## src/rtl/io_out_queue.sv

```systemverilog
// io_out_queue: first-word-fall-through queue between processor output strobes and a port consumer
//
// Ports:
//   clk       rising-edge clock
//   rst       asynchronous active-high reset (pointers, count, ovf)
//   out_en    processor output strobe, one write per cycle while high
//   addr_out  processor output port address
//   data_out  processor output data
//   m_valid   head entry available (count != 0)
//   m_ready   consumer accepts head entry
//   m_addr    port address of head entry
//   m_data    data of head entry
//   count     occupied entries, 0..DEPTH
//   full      count == DEPTH
//   afull     count >= AFULL, drives processor itr
//   ovf       sticky overflow, set when a write is dropped
//   ovf_clr   synchronous clear of ovf; a same-cycle overflow wins
module io_out_queue #(
   parameter int NUBITS = 32,
   parameter int NUIOOU = 8,
   parameter int DEPTH  = 8,
   parameter int AFULL  = 6,
   localparam int AW = $clog2(NUIOOU),
   localparam int PW = $clog2(DEPTH)
) (
   input  logic              clk,
   input  logic              rst,
   input  logic              out_en,
   input  logic [AW-1:0]     addr_out,
   input  logic [NUBITS-1:0] data_out,
   output logic              m_valid,
   input  logic              m_ready,
   output logic [AW-1:0]     m_addr,
   output logic [NUBITS-1:0] m_data,
   output logic [PW:0]       count,
   output logic              full,
   output logic              afull,
   output logic              ovf,
   input  logic              ovf_clr
);
   logic [AW+NUBITS-1:0] mem [DEPTH];
   logic [PW-1:0] wr_ptr_q, wr_ptr_d, rd_ptr_q, rd_ptr_d;
   logic [PW:0]   count_q, count_d;
   logic          ovf_q, ovf_d;
   logic          push, pop, drop;
   assign count   = count_q;
   assign m_valid = count_q != '0;
   assign full    = count_q == (PW+1)'(DEPTH);
   assign afull   = count_q >= (PW+1)'(AFULL);
   assign ovf     = ovf_q;
   assign {m_addr, m_data} = mem[rd_ptr_q];
   assign pop  = m_valid & m_ready;
   // a full queue still accepts a write when the head leaves in the same cycle
   assign push = out_en & (~full | pop);
   assign drop = out_en & full & ~pop;
   always_comb begin
      wr_ptr_d = push ? wr_ptr_q + PW'(1) : wr_ptr_q;
      rd_ptr_d = pop ? rd_ptr_q + PW'(1) : rd_ptr_q;
      count_d  = (push & ~pop) ? count_q + (PW+1)'(1) :
                 (pop & ~push) ? count_q - (PW+1)'(1) : count_q;
      ovf_d    = drop ? 1'b1 : ovf_clr ? 1'b0 : ovf_q;
   end
   always_ff @(posedge clk or posedge rst) begin
      if (rst) begin
         wr_ptr_q <= '0;
         rd_ptr_q <= '0;
         count_q  <= '0;
         ovf_q    <= 1'b0;
      end else begin
         wr_ptr_q <= wr_ptr_d;
         rd_ptr_q <= rd_ptr_d;
         count_q  <= count_d;
         ovf_q    <= ovf_d;
      end
   end
   // storage is left unreset; its contents are only observed while m_valid is high
   always_ff @(posedge clk) begin
      if (push) mem[wr_ptr_q] <= {addr_out, data_out};
   end
endmodule
```

## config.mk

```make
export PLATFORM = sky130hd
export DESIGN_NAME = io_out_queue
export DESIGN_NICKNAME = d
export VERILOG_FILES = /design/src/rtl/io_out_queue.sv
export SDC_FILE = /design/constraint.sdc
export NUM_CORES = 1
export LEC_CHECK = 0
export ABC_AREA = 1
export BUFFER_PORTS_ARGS = -buffer_cell sky130_fd_sc_hd__buf_4
export CAP_MARGIN = 20
export CORE_MARGIN = 2
export CORE_UTILIZATION = 40
export DETAILED_ROUTE_END_ITERATION = 6
export PLACE_DENSITY_LB_ADDON = 0.25
export REMOVE_ABC_BUFFERS = 1
export SLEW_MARGIN = 20
export SYNTH_ARGS = -nofsm -noshare
export SYNTH_HDL_FRONTEND = slang
export SYNTH_SLANG_ARGS = --single-unit
export TNS_END_PERCENT = 30
```

## constraint.sdc

```tcl
create_clock -name clk -period 2.53 [get_ports clk]
set_input_delay 0.253 -clock clk [delete_from_list [all_inputs] [get_ports clk]]
set_output_delay 0.253 -clock clk [all_outputs]
set_load 0.02 [all_outputs]
```

==> summary.txt <==
Timing
  • RSZ-0062 raised after global routing: true
  • Worst hold slack: between 0.2 and 0.3 ns
  • Slack of the critical path: 0.1994 ns
  • Worst Skew: 0.01383 ns
  • Final Critical Period: 2.331 ns
  • Setup violations, final: 0
  • Top achievable clock speed: 429.1 MHz
  • Worst-Margin Slew: 0.5713 ns
  • Final period util: slightly above 90%
  • Final Max Tran Viols: 0
  • Slew HR: between 60% and 70%
  • Endpoints failing hold: 0

Synthesis
  • Yosys warning count: 0
  • Top_reg_cell synth: edfxtp_1
  • Average size of a mapped cell: ~9.7 um2
  • Register area share after synthesis: approximately two thirds
  • Syn Std Cell Area: 0.01266 mm2
  • Synth Register Bits: 291
  • EDFF count, synth: 280
  • Distinct cell type count after synthesis: 19
  • Asr flop ratio synth: 3.780%
  • Post-Synthesis Cells: 1,306

Detailed routing
  • Vias/cell: 4.489
  • Antenna viol nets, final: 0
  • # DRC: 0
  • Wire per inst: roughly 14 um
  • Starting DRT DRC Count: 471
  • Final WL: approximately 26,000 um
  • Drt first pass iters: 5
  • DR vias: 8,313

Layout
  • Final #Nets: 1,471
  • Final Cell Area: 0.01524 mm2
  • Share of layout cells above drive strength 1: 10.90%
  • Syn-to-layout area delta: 20.35%

Die
  • DIE WIDTH: between 150 and 200 um
  • Initial Util: between 40% and 50%
  • Die ar.: ~0.033 mm2
  • Core box area: 0.03139 mm2
  • Row Count: 65
  • I/O Pins: 83
  • Die Y: 181.9 um

GRT
  • Vias in the first global route: between 7,000 and 8,000
  • Largest net degree at the start of global routing: 119
  • Antenna violations before repair: 1
  • Grt ovf: 0
  • GRT met3 Usage: 2.547%
  • Global-route wire length before repair: around 41,000 um
  • GR peak layer: met2
  • M1 GR Usage: ~22%
  • Gr usage total: 15.78%
  • GR met2 Demand/Resource: 26.70%

Placement
  • GPL Wtd Cong: just under 0.8
  • Hpwl dp: 13,730 um
  • Cell Area, Placed: between 0.01 and 0.015 mm2
  • # port buffers: 82
  • Worst Setup Slack post-DPL: 0.2135 ns

Setup path
  • Crit path capture type: register
  • Number of buffers and inverters on the critical path: 2
  • Worst path arrival time: 2.76 ns
  • Delay-heaviest family, CP: simple AND/OR/NAND/NOR gates
  • CP max FO: 5
  • Worst EP required: 2.96 ns
  • CP most frequent cell: nand2_1
  • Critical path cell sequence: nor2_2, nand4_1, nand2_1, inv_1, ha_1, inv_1, ha_1, or2_2, nand2_1, nand2_1, nand3_1, nand2_1
  • CP Launch Type: register
  • Crit path kind: reg -> reg
  • CP peak stage delay: 0.46 ns
  • Slowest-stage cell, CP: dfrtp_1

Run
  • Max_cap viols: 0

Pwr
  • Leakage power figure: 0.006607 uW
  • Power Total: 17,240 uW
  • Power density over the cells: between 1000 and 1500 mW/mm2
  • Worst vdd ir: 0.0009386 V

Clock tree
  • CTS Buf Count: 30
  • TritonCTS clock tree: built
  • H-tree depth: 1
  • Worst-Skew Late Latency: between 0.5 and 0.6 ns
  • Clk slew on worst S/H paths: approximately 0.060 ns
  • CTS root buf: clkbuf_16
  • Post-CTS setup repair buffer count: 0
  • # clock sinks: 291
  • Maximum buffer depth of the clock tree: 3

Hold path
  • Hold crit path type: in -> async

Outcome
  • Status: completed
tightest hold or removal path: cells and delay by family:
family                 cells  cell delay, ns
buffers and inverters      3            0.99
repair_timing:
item	in CTS	in global routing
endpoints found under the setup margin	0	11
hold buffers	39	0
hold endpoints to repair	294	0
gates resized for setup	0	3
final timing paths:
path / to / startpoint / slack, ns / cells after the start
max in group asynchronous: rd_ptr_q[1] / rst / 1.91 / 3
min in group clk: ovf / ovf_clr / 0.43 / 3
hold / removal: wr_ptr_q[1] / rst / 0.27 / 3
setup reg to reg: count[3] / count[0] / 0.20 / 12
hold reg to reg: ovf / ovf / 0.53 / 2
setup / recovery: count[3] / count[0] / 0.20 / 12
per-layer routing:
layer	up-vias	share of wire, %	routed length, um
li1	4296	-	-
met2	138	48	12320
met3	33	4.4	1138
met4	0	1.5	388
met5	-	0	0
met1	3846	47	12080
cells in the final DEF (no fill, tap or decap), drive strengths merged:
| cell | n |
|---|---|
| clkinv | 17 |
| edfxtp | 280 |
| nor2 | 292 |
| buf | 101 |
| nand4 | 1 |
| xnor2 | 4 |
| dfrtp | 11 |
| o21ai | 5 |
| clkbuf | 36 |
| fa | 1 |
| ha | 5 |
| or2 | 1 |
| bufinv | 2 |
| nand3b | 1 |
| dlygate4sd3 | 39 |
| clkinvlp | 1 |
| diode | 1 |
| nand2 | 484 |
| nand3 | 10 |
| inv | 158 |
kinds of logic (layout without fill, tap and decap cells):
kind of cell	after synthesis	count (layout)	synth area share, %
fa+ha+maj	6	6	0.6522
xor+xnor	4	4	0.2767
buf+inv	211	354	6.730
flops	291	291	68.58
simple gates	789	789	23.56
other cells	0	1	0
compound gates	5	5	0.1976
per-stage QoR:
step	utilization, %	TNS (ns)	cells
after floorplan	-	-205.97	1253
after global placement	44.26	0	1756
after detailed placement	44.26	0	1756
after CTS	48.49	0	1851
after global routing	48.54	-0.007168	1852
final	48.54	0	1852
synthesized netlist by cell type (4+ instances only):
library cell	count	share of area [%]
nand2_1	484	14
nor2_1	292	8.7
edfxtp_1	280	66
inv_1	156	4.6
buf_2	39	1.5
dfrtp_1	11	2.2
nand3_1	10	0.40
clkbuf_1	6	0.18
buf_1	5	0.15
ha_1	5	0.49
o21ai_0	5	0.20
xnor2_1	4	0.28
report_power, final:
group | internal (uW) | switching, uW
Combinational | 2380 | 4490
Sequential | 6000 | 226
Clock | 2420 | 1730
cell type report:
class                           instances  area, um2
Antenna cell                            1      2.502
Clock buffer                           36      794.5
Clock inverter                         20      141.4
Fill cell                            2869      16160
Inverter                              158      593.1
Multi-Input combinational cell        804       3188
Sequential cell                       291       8692
Tap cell                              402      503.0
Timing Repair Buffer                  140       1323
registers in the layout (all words and copies together) (netlist names):
register,count
count,4
wr_ptr_q,3
rd_ptr_q,3
mem,280
ovf,1
Note: power is estimated with default switching activity, not from simulation.
